<file path="config.mk">
export PLATFORM = sky130hd
export DESIGN_NAME = vga_sync_gen_flat
export DESIGN_NICKNAME = d
export VERILOG_FILES = /design/src/rtl/vga_timing_pkg.sv /design/src/rtl/vga_sync_gen_if.sv /design/src/rtl/pixel_tick_div.sv /design/src/rtl/vga_sync_gen.sv /design/src/flat_wrapper.sv
export SDC_FILE = /design/constraint.sdc
export NUM_CORES = 1
export LEC_CHECK = 0
export ABC_CLOCK_PERIOD_IN_PS = 2900
export BUFFER_PORTS_ARGS = -buffer_cell sky130_fd_sc_hd__buf_2
export CAP_MARGIN = 5
export CORE_ASPECT_RATIO = 0.6
export CORE_UTILIZATION = 40
export CTS_BUF_LIST = sky130_fd_sc_hd__clkbuf_8
export DETAILED_ROUTE_END_ITERATION = 8
export PLACE_DENSITY = 0.58
export RECOVER_POWER = 25
export SYNTH_ARGS = -nofsm -noshare
export SYNTH_HDL_FRONTEND = slang
export SYNTH_SLANG_ARGS = --single-unit
</file>
<file path="constraint.sdc">
create_clock -name clk -period 2.9 [get_ports clk]
set_clock_uncertainty 0.05 [all_clocks]
set_input_delay 0.145 -clock clk [delete_from_list [all_inputs] [get_ports clk]]
set_output_delay 0.145 -clock clk [all_outputs]
set_load 0.01 [all_outputs]
</file>
<file path="src/rtl/vga_timing_pkg.sv">
// vga_timing_pkg: 640x480@60Hz timing constants shared by the sync generator, painter and bench.
// Derived totals and sync windows are inclusive pixel/line positions.
package vga_timing_pkg;
  localparam int H_DISPLAY = 640;
  localparam int H_FRONT = 16;
  localparam int H_SYNC = 96;
  localparam int H_BACK = 48;
  localparam int V_DISPLAY = 480;
  localparam int V_FRONT = 10;
  localparam int V_SYNC = 2;
  localparam int V_BACK = 33;
  localparam int H_TOTAL = H_DISPLAY + H_FRONT + H_SYNC + H_BACK;
  localparam int V_TOTAL = V_DISPLAY + V_FRONT + V_SYNC + V_BACK;
  localparam int H_SYNC_START = H_DISPLAY + H_FRONT;
  localparam int H_SYNC_END = H_SYNC_START + H_SYNC - 1;
  localparam int V_SYNC_START = V_DISPLAY + V_FRONT;
  localparam int V_SYNC_END = V_SYNC_START + V_SYNC - 1;
  localparam int CW = 10;
  typedef logic [CW-1:0] coord_t;
endpackage

</file>
<file path="src/rtl/vga_sync_gen_if.sv">
// vga_sync_gen_if: timing bundle from the sync generator to the painter/connector.
// Signals: pixel_tick (pixel strobe), pixel_x/pixel_y (counters), hsync/vsync (active low),
// video_on (visible area). master drives, slave consumes.
interface vga_sync_gen_if;
  import vga_timing_pkg::*;
  logic pixel_tick;
  coord_t pixel_x;
  coord_t pixel_y;
  logic hsync;
  logic vsync;
  logic video_on;
  modport master(output pixel_tick, pixel_x, pixel_y, hsync, vsync, video_on);
  modport slave(input pixel_tick, pixel_x, pixel_y, hsync, vsync, video_on);
endinterface

</file>
<file path="src/rtl/pixel_tick_div.sv">
// pixel_tick_div: divides the board clock into a registered one-clk pixel strobe.
// Ports: clk, reset_n (async, active low), tick (high for one clk every CLK_DIV clks).
module pixel_tick_div #(
  parameter int CLK_DIV = 2
) (
  input  logic clk,
  input  logic reset_n,
  output logic tick
);
  localparam int DW = CLK_DIV > 1 ? $clog2(CLK_DIV) : 1;
  logic [DW-1:0] div_q, div_d;
  logic tick_q, tick_d;
  always_comb begin
    tick_d = div_q == DW'(CLK_DIV - 1);
    div_d = tick_d ? '0 : div_q + DW'(1);
  end
  always_ff @(posedge clk or negedge reset_n) begin
    if (!reset_n) begin
      div_q <= '0;
      tick_q <= 1'b0;
    end else begin
      div_q <= div_d;
      tick_q <= tick_d;
    end
  end
  assign tick = tick_q;
endmodule

</file>
<file path="src/rtl/vga_sync_gen.sv">
// vga_sync_gen: VGA timing generator (pixel counters, hsync/vsync, video_on).
// Ports: clk, reset_n (async, active low), vga (vga_sync_gen_if.master bundle).
// Build option VGA_SYNC_ALIGN_EN: delays hsync/vsync/video_on by one pixel to line up
// with a painter that registers its RGB output.
module vga_sync_gen
  import vga_timing_pkg::*;
#(
  parameter int CLK_DIV = 2,
  parameter int H_DISPLAY = vga_timing_pkg::H_DISPLAY,
  parameter int H_FRONT = vga_timing_pkg::H_FRONT,
  parameter int H_SYNC = vga_timing_pkg::H_SYNC,
  parameter int H_BACK = vga_timing_pkg::H_BACK,
  parameter int V_DISPLAY = vga_timing_pkg::V_DISPLAY,
  parameter int V_FRONT = vga_timing_pkg::V_FRONT,
  parameter int V_SYNC = vga_timing_pkg::V_SYNC,
  parameter int V_BACK = vga_timing_pkg::V_BACK
) (
  input logic clk,
  input logic reset_n,
  vga_sync_gen_if.master vga
);
  localparam int HT = H_DISPLAY + H_FRONT + H_SYNC + H_BACK;
  localparam int VT = V_DISPLAY + V_FRONT + V_SYNC + V_BACK;
  localparam coord_t H_LAST = coord_t'(HT - 1);
  localparam coord_t V_LAST = coord_t'(VT - 1);
  localparam coord_t H_VIS = coord_t'(H_DISPLAY);
  localparam coord_t V_VIS = coord_t'(V_DISPLAY);
  localparam coord_t HS0 = coord_t'(H_DISPLAY + H_FRONT);
  localparam coord_t HS1 = coord_t'(H_DISPLAY + H_FRONT + H_SYNC - 1);
  localparam coord_t VS0 = coord_t'(V_DISPLAY + V_FRONT);
  localparam coord_t VS1 = coord_t'(V_DISPLAY + V_FRONT + V_SYNC - 1);
  if (HT > 1024 || VT > 1024) begin : g_bad_total
    $error("vga_sync_gen: H_TOTAL/V_TOTAL exceed 10-bit counters");
  end
  if (CLK_DIV < 1) begin : g_bad_div
    $error("vga_sync_gen: CLK_DIV must be >= 1");
  end
  logic tick;
  pixel_tick_div #(.CLK_DIV(CLK_DIV)) u_div (
    .clk(clk),
    .reset_n(reset_n),
    .tick(tick)
  );
  coord_t x_q, x_d, y_q, y_d;
  logic hs_q, hs_d, vs_q, vs_d, von_q, von_d;
  logic x_end;
  // Decodes look at the next counter values and are only refreshed on a tick, so the
  // reset state (blanked at 0,0) survives until the first pixel advance.
  always_comb begin
    x_end = x_q == H_LAST;
    x_d = tick ? (x_end ? '0 : x_q + coord_t'(1)) : x_q;
    y_d = tick && x_end ? (y_q == V_LAST ? '0 : y_q + coord_t'(1)) : y_q;
    hs_d = tick ? !(x_d >= HS0 && x_d <= HS1) : hs_q;
    vs_d = tick ? !(y_d >= VS0 && y_d <= VS1) : vs_q;
    von_d = tick ? (x_d < H_VIS && y_d < V_VIS) : von_q;
  end
  always_ff @(posedge clk or negedge reset_n) begin
    if (!reset_n) begin
      x_q <= '0;
      y_q <= '0;
      hs_q <= 1'b1;
      vs_q <= 1'b1;
      von_q <= 1'b0;
    end else begin
      x_q <= x_d;
      y_q <= y_d;
      hs_q <= hs_d;
      vs_q <= vs_d;
      von_q <= von_d;
    end
  end
  assign vga.pixel_tick = tick;
  assign vga.pixel_x = x_q;
  assign vga.pixel_y = y_q;
`ifdef VGA_SYNC_ALIGN_EN
  logic hs_a_q, vs_a_q, von_a_q;
  always_ff @(posedge clk or negedge reset_n) begin
    if (!reset_n) begin
      hs_a_q <= 1'b1;
      vs_a_q <= 1'b1;
      von_a_q <= 1'b0;
    end else if (tick) begin
      hs_a_q <= hs_q;
      vs_a_q <= vs_q;
      von_a_q <= von_q;
    end
  end
  assign vga.hsync = hs_a_q;
  assign vga.vsync = vs_a_q;
  assign vga.video_on = von_a_q;
`else
  assign vga.hsync = hs_q;
  assign vga.vsync = vs_q;
  assign vga.video_on = von_q;
`endif
endmodule

</file>
<file path="src/flat_wrapper.sv">
// flat-port wrapper written by rule: the top's interface ports become plain ports
module vga_sync_gen_flat import vga_timing_pkg::*;
#(
  parameter int CLK_DIV = 2,
  parameter int H_DISPLAY = vga_timing_pkg::H_DISPLAY,
  parameter int H_FRONT = vga_timing_pkg::H_FRONT,
  parameter int H_SYNC = vga_timing_pkg::H_SYNC,
  parameter int H_BACK = vga_timing_pkg::H_BACK,
  parameter int V_DISPLAY = vga_timing_pkg::V_DISPLAY,
  parameter int V_FRONT = vga_timing_pkg::V_FRONT,
  parameter int V_SYNC = vga_timing_pkg::V_SYNC,
  parameter int V_BACK = vga_timing_pkg::V_BACK
)
  (clk, reset_n, vga_pixel_tick, vga_pixel_x, vga_pixel_y, vga_hsync, vga_vsync, vga_video_on);
  vga_sync_gen_if vga_i ();
  input logic clk;
  input logic reset_n;
  output wire logic [$bits(vga_i.pixel_tick)-1:0] vga_pixel_tick;
  output wire logic [$bits(vga_i.pixel_x)-1:0] vga_pixel_x;
  output wire logic [$bits(vga_i.pixel_y)-1:0] vga_pixel_y;
  output wire logic [$bits(vga_i.hsync)-1:0] vga_hsync;
  output wire logic [$bits(vga_i.vsync)-1:0] vga_vsync;
  output wire logic [$bits(vga_i.video_on)-1:0] vga_video_on;
  assign vga_pixel_tick = vga_i.pixel_tick;
  assign vga_pixel_x = vga_i.pixel_x;
  assign vga_pixel_y = vga_i.pixel_y;
  assign vga_hsync = vga_i.hsync;
  assign vga_vsync = vga_i.vsync;
  assign vga_video_on = vga_i.video_on;
  vga_sync_gen #(.CLK_DIV(CLK_DIV), .H_DISPLAY(H_DISPLAY), .H_FRONT(H_FRONT), .H_SYNC(H_SYNC), .H_BACK(H_BACK), .V_DISPLAY(V_DISPLAY), .V_FRONT(V_FRONT), .V_SYNC(V_SYNC), .V_BACK(V_BACK)) u_core (.clk(clk), .reset_n(reset_n), .vga(vga_i));
endmodule
</file>
======== Yosys cells after proc, flatten, opt, wreduce, memory -nomap -nowiden ========
Cells that the tools add are included.
word-level totals
  word-level logic and storage cells ...... 29
  bits of input ports ..................... 2
  register bits ........................... 25
operators by class
  add/subtract/negate cells ............... 3
  reductions and logical operators ........ 6
  equal/unequal tests ..................... 2
  order comparisons ....................... 6
  muxes and demuxes ....................... 5
operators with widths
  cell                     number
  $mux W10                 4
  $add A10 B1 Y10 const B  2
  $eq A10 B10 Y1 const B   2
  $ge A10 B10 Y1 const B   1
  $ge A10 B9 Y1 const B    1
  $le A10 B10 Y1 const B   1
  $le A10 B9 Y1 const B    1
  $lt A10 B10 Y1 const B   1
  $lt A10 B9 Y1 const B    1
  $logic_and A1 B1 Y1      4
  $logic_not A1 Y1         2
  $add A1 B1 Y1 const B    1
  $mux W1                  1

======== Depth between registers and ports, before layout ========
  depth after elaboration ................. 6
  depth in mapped cells ................... 8

======== Modules after synthesis ========
A second synthesis with hierarchy kept.
second synthesis, totals
  cell total of the unflattened synthesis .. 173
  area total of the unflattened synthesis .. 1,569.0 sq um
by module, submodules not included
  module          seq. area each (sq um)  cells each  area each (sq um)  times used
  vga_sync_gen    578.1                   170         1,515.2            1
  pixel_tick_div  50.0                    3           53.8               1

======== Worst setup path before layout ========
No wires, ideal clock.
  kind .................................... register -> register
  start point ............................. register u_core.x_q[0], in the netlist u_core.vga.pixel_x[0]
  end point ............................... register u_core.von_q, in the netlist u_core.vga.video_on
  clock period less this slack ............ 2.276 ns
  data arrival time ....................... 2.083 ns
  library setup time ...................... 0.143 ns
  setup slack ............................. 0.624 ns
  cell stages (with the launch flop) ...... 9
  cells stage by stage .................... dfrtp_1 ha_1 nand2_1 or4_1 buf_2 nor3_1 o22ai_1 a21oi_2 o32ai_1
on the way
  word-level cells in the longest chain between the ends .. 5
  elaborated cells between the ends (all ways) .. 9
  those cells by class .................... add/sub: 1; order compare: 2; eq/ne: 1; mux: 3; reduce/logical: 2
ends and longest elaborated chain
  item                                                      line                                    text
  start: declaration                                        vga_sync_gen.sv:44                      coord_t x_q, x_d, y_q, y_d;
  start signal: assignment                                  vga_sync_gen.sv:59                      x_q <= '0;
  start signal: assignment                                  vga_sync_gen.sv:65                      x_q <= x_d;
  $add A10 B1 Y10 / $eq A10 B10 Y1 (equally long branches)  vga_sync_gen.sv:51, vga_sync_gen.sv:50
  $mux W10 / $logic_and A1 B1 Y1 (equally long branches)    vga_sync_gen.sv:51, vga_sync_gen.sv:52
  $mux W10 (on tied branches)                               vga_sync_gen.sv:51, vga_sync_gen.sv:52
  $lt A10 B10 Y1 / $lt A10 B9 Y1 (equally long branches)    vga_sync_gen.sv:55                      von_d = tick ? (x_d < H_VIS && y_d < V_VIS) : von_q;
  $logic_and A1 B1 Y1 (*)                                   vga_sync_gen.sv:55
  end signal: assignment                                    vga_sync_gen.sv:69                      von_q <= von_d;
  end: declaration                                          vga_sync_gen.sv:45                      logic hs_q, hs_d, vs_q, vs_d, von_q, von_d;
Every way passes the cells marked *; elsewhere a longest branch is shown, timed or not.
A chain may end at the register's enable or synchronous reset.

======== Worst setup path after layout ========
  start point ............................. register u_core.x_q[1], in the netlist u_core.vga.pixel_x[1]
  end point ............................... register u_core.hs_q, in the netlist u_core.vga.hsync
on the way
  word-level cells in the longest chain between the ends .. 6
  elaborated cells between the ends (all ways) .. 8
  those cells by class .................... add/sub: 1; order compare: 2; eq/ne: 1; mux: 2; reduce/logical: 2
ends and longest elaborated chain
  item                                                      line                                    text
  $add A10 B1 Y10 / $eq A10 B10 Y1 (equally long branches)  vga_sync_gen.sv:51, vga_sync_gen.sv:50
  $mux W10                                                  vga_sync_gen.sv:51                      x_d = tick ? (x_end ? '0 : x_q + coord_t'(1)) : x_q;
  $mux W10 (*)                                              vga_sync_gen.sv:51
  $ge A10 B10 Y1 / $le A10 B10 Y1 (equally long branches)   vga_sync_gen.sv:53                      hs_d = tick ? !(x_d >= HS0 && x_d <= HS1) : hs_q;
  $logic_and A1 B1 Y1 (*)                                   vga_sync_gen.sv:53
  $logic_not A1 Y1 (*)                                      vga_sync_gen.sv:53
  end signal: assignment                                    vga_sync_gen.sv:67                      hs_q <= hs_d;
  end: declaration                                          vga_sync_gen.sv:45
Marks and branches as above.

==> reports/metrics.csv <==
stage,metric,value,unit
timing,tightest slew margin relative to the limit,0.0891,
grt,antenna violations before repair,0,
finish,fraction of layout cells with a size suffix above 1,0.206,
pwr,total power divided by cell area,319,nW/um2
die,FP Rows,17,
hold_path,hold path depth,0,
cts,CTS-repair resized insts,0,
synth,"Async S/R FF share, synth",1.00,
drt,Routed WL,3860,um
die,chip height,50.0,um
synth,distinct cell type count of the synthesized netlist,47,
grt,first-pass GRT wire length,6360,um
pwr,Internal Pwr Total,0.000445,W
drt,final routed wire length divided by cell count,15.7,um
drt,total via count in the routed design,1436,
timing,setup repair after global routing missed its margin,false,
cts,deepest level of the CTS H-tree,1,
grt,Total Routing Usage GR,0.209,
grt,largest net degree at the start of global routing,26,
timing,Final Hold Fails,0,
critical_path,Top Family by Delay on Critical Path,simple AND/OR/NAND/NOR gates,
cts,TritonCTS clock tree,done,
critical_path,worst reg2reg path depth,6,
status,result of the run,finished clean,
timing,fin crit period,2.58,ns
cts,Worst-Skew Late Latency,0.27,ns
synth,number of enable-type register cells in the synthesized netlist,0,
cts,Post-CTS Hold Fix Bufs,1,
critical_path,WP data required,3.05,ns
finish,"leading cell types in the layout, fill and taps excluded","buf_2, dfrtp_1, nand2_1, nor2_1, nand3_1",
critical_path,endpoint kind of the worst setup timing path,flip-flop,
critical_path,classification of the worst setup path,flip-flop to flip-flop,
finish,layout-stage area growth over the synthesis result,15.3,%
pwr,net load switching power,0.000120,W
timing,# setup viols final,0,
die,DIE AREA,4100,um2
grt,total overflow reported by the global router,0,
pwr,switching share of power,0.212,
placement,detailed placer's ending HPWL,2880,um
synth,cell types occupying the most area after synthesis,"dfrtp_1, nand2_1, nand3_1",
critical_path,category of the worst setup path launch point,flip-flop,
pwr,final total power,0.000564,W
pwr,fraction of power consumed by the clock network,0.369,
cts,register clock-pin slew on the reported worst setup and hold paths,0.08,ns
drt,number of nets with antenna violations after routing,0,
synth,Syn Inst Count,172,
grt,vias in the first global route,1243,
timing,setup tns final,0,ns
synth,warnings from Yosys,0,
critical_path,end of the worst register-to-register path,u_core.vga.hsync$_DFFE_PN1P_,
critical_path,Reg2Reg Setup Slack,0.32,ns
pwr,Sequential Power Share,0.617,
timing,total count of max-transition violations in the final report,0,
placement,buffers added on ports,25,
synth,predominant post-synthesis flop cell,dfrtp_1,
die,core area,3680,um2
drt,number of DRC violations after detailed routing,0,
die,initial cell density of the core,0.417,
job,Max-Cap Viols,0,
placement,GP Congestion,0.914,
drt,number of optimization iterations in the first detailed-route pass,4,
critical_path,sequence of cells on the critical path,"ha_1, nand2_1, or4_1, a2111oi_2, nor2_1, a31oi_1",
synth,flip-flop and latch count after synthesis,25,
finish,"leading cell type in the layout, fill and taps excluded",buf_2,
drt,number of vias per cell,5.84,
critical_path,CP max-delay cell,or4_1,
synth,synthesized cell area,1540,um2
cts,total clock buffers created by CTS,3,
critical_path,maximum fanout encountered on the critical timing path,8,
drt,DR iter-0 viols,171,
cts,clk sinks,25,
synth,mean instance size in the synthesized netlist,8.93,um2
finish,Fillers,342,
pwr,proportion of power drawn by combinational gates,0.014,
pwr,leakage power,0.791,nW
hold_path,hold wc startpoint,u_core.u_div.div_q$_DFF_PN0_,
finish,fraction of the core area covered by cells at the end of the flow,0.481,
critical_path,max incr delay on CP,0.73,ns
hold_path,worst min-delay path category,flip-flop to flip-flop,
cts,count of buffers added by post-CTS timing repair for setup,0,
timing,period utilization,0.890,
synth,area share of the largest cell type after synthesis,0.375,
die,Die Wd,82.0,um
cts,Clock Tree Root,clkbuf_8,
hold_path,destination of the worst hold path,u_core.u_div.tick$_DFF_PN0_,
critical_path,number of buffers and inverters on the critical path,0,
critical_path,worst flop-to-flop path startpoint,u_core.vga.pixel_x[1]$_DFF_PN0_,
cts,Clock Path Buffers,2,
synth,most area-hungry cell type in the Yosys netlist,dfrtp_1,
critical_path,crit path DAT,2.73,ns
synth,"Seq/Total Area, Yosys",0.409,
finish,# diodes,0,
pwr,highest ir drop seen on vdd,0.238,mV
timing,achievable clock frequency,387,MHz
die,number of primary I/O pins,26,
timing,slew at the pin closest to its max-slew limit,1.37,ns
finish,net count reported at finish,205,
synth,Post-Synthesis Net Count,177,
cell usage after synthesis (all sizes together) (2+ instances only):
cell	count
nand3	12
a31oi	2
nand2b	5
a21oi	8
buf	4
o21ai	14
nor4	3
nand2	22
nor2	14
or4	2
a22o	2
nor3	6
ha	3
xnor2	6
xor2	3
and3	4
dfrtp	23
clkbuf	5
or3	2
nand4	2
inv	5
nor3b	2
o31ai	4
dfstp	2
routing by layer:
| layer | part of all wire | global-route usage |
|---|---|---|
| met5 | 0 | 0 |
| met4 | 0.0034 | 0.0205 |
| met3 | 0.085 | 0.0519 |
| met2 | 0.39 | 0.271 |
| met1 | 0.52 | 0.344 |
worst max path at each step:
stage                                               start                               to  cells past startpoint
after floorplan           u_core.vga.pixel_x[0]$_DFF_PN0_  u_core.vga.video_on$_DFFE_PN0P_                      8
after global placement    u_core.vga.pixel_x[0]$_DFF_PN0_     u_core.vga.hsync$_DFFE_PN1P_                      6
after detailed placement  u_core.vga.pixel_x[0]$_DFF_PN0_     u_core.vga.hsync$_DFFE_PN1P_                      6
after CTS                 u_core.vga.pixel_x[0]$_DFF_PN0_     u_core.vga.hsync$_DFFE_PN1P_                      6
after global routing      u_core.vga.pixel_x[0]$_DFF_PN0_     u_core.vga.hsync$_DFFE_PN1P_                      6
final                     u_core.vga.pixel_x[1]$_DFF_PN0_     u_core.vga.hsync$_DFFE_PN1P_                      6
logic make-up after synthesis:
family,Yosys count,synth area share
xor gates and xnor gates,9,0.0513
muxes,2,0.0139
and+or+nand+nor,77,0.263
adders and majority gates,3,0.0245
buffers and inverters,14,0.0432
DFF,25,0.409
AOI/OAI and AO/OA,42,0.195
registers in the layout (all words and copies together) (netlist names):
name	cells
u_core.u_div.div_q	1
u_core.vga.pixel_x	10
u_core.vga.vsync	1
u_core.vga.video_on	1
u_core.vga.hsync	1
u_core.u_div.tick	1
u_core.vga.pixel_y	10
per-stage QoR:
step / cell area (um2) / hold slack (ns) / instances / worst slack (ns)
2_1_floorplan: 1540 / -0.201 / 172 / 0.624
3_3_place_gp: 1720 / 0.117 / 241 / 0.493
3_5_place_dp: 1720 / 0.123 / 241 / 0.394
4_1_cts: 1770 / 0.342 / 246 / 0.347
5_1_grt: 1770 / 0.357 / 246 / 0.126
6_report: 1770 / 0.342 / 246 / 0.318
power groups by stage:
stage               logic (W)  clock network (W)  registers (W)
3_5_place_dp       0.00000777                  0       0.000355
3_3_place_gp       0.00000758                  0       0.000355
5_1_grt            0.00000966           0.000230       0.000349
4_1_cts            0.00000899           0.000214       0.000348
2_1_floorplan  0.000000000311                  0       0.000355
6_report           0.00000795           0.000208       0.000348
area by class of cell:
class,count,area (um2),area share
well taps,47,58.8,0.0332
inverters,5,18.8,0.0106
clock inverters,1,3.75,0.00212
multi-input cells,133,841,0.475
flip-flops and latches,25,628,0.355
clock buffers,3,41.3,0.0233
repair buffers,32,179,0.101
Note: power is estimated with default switching activity, not from simulation.
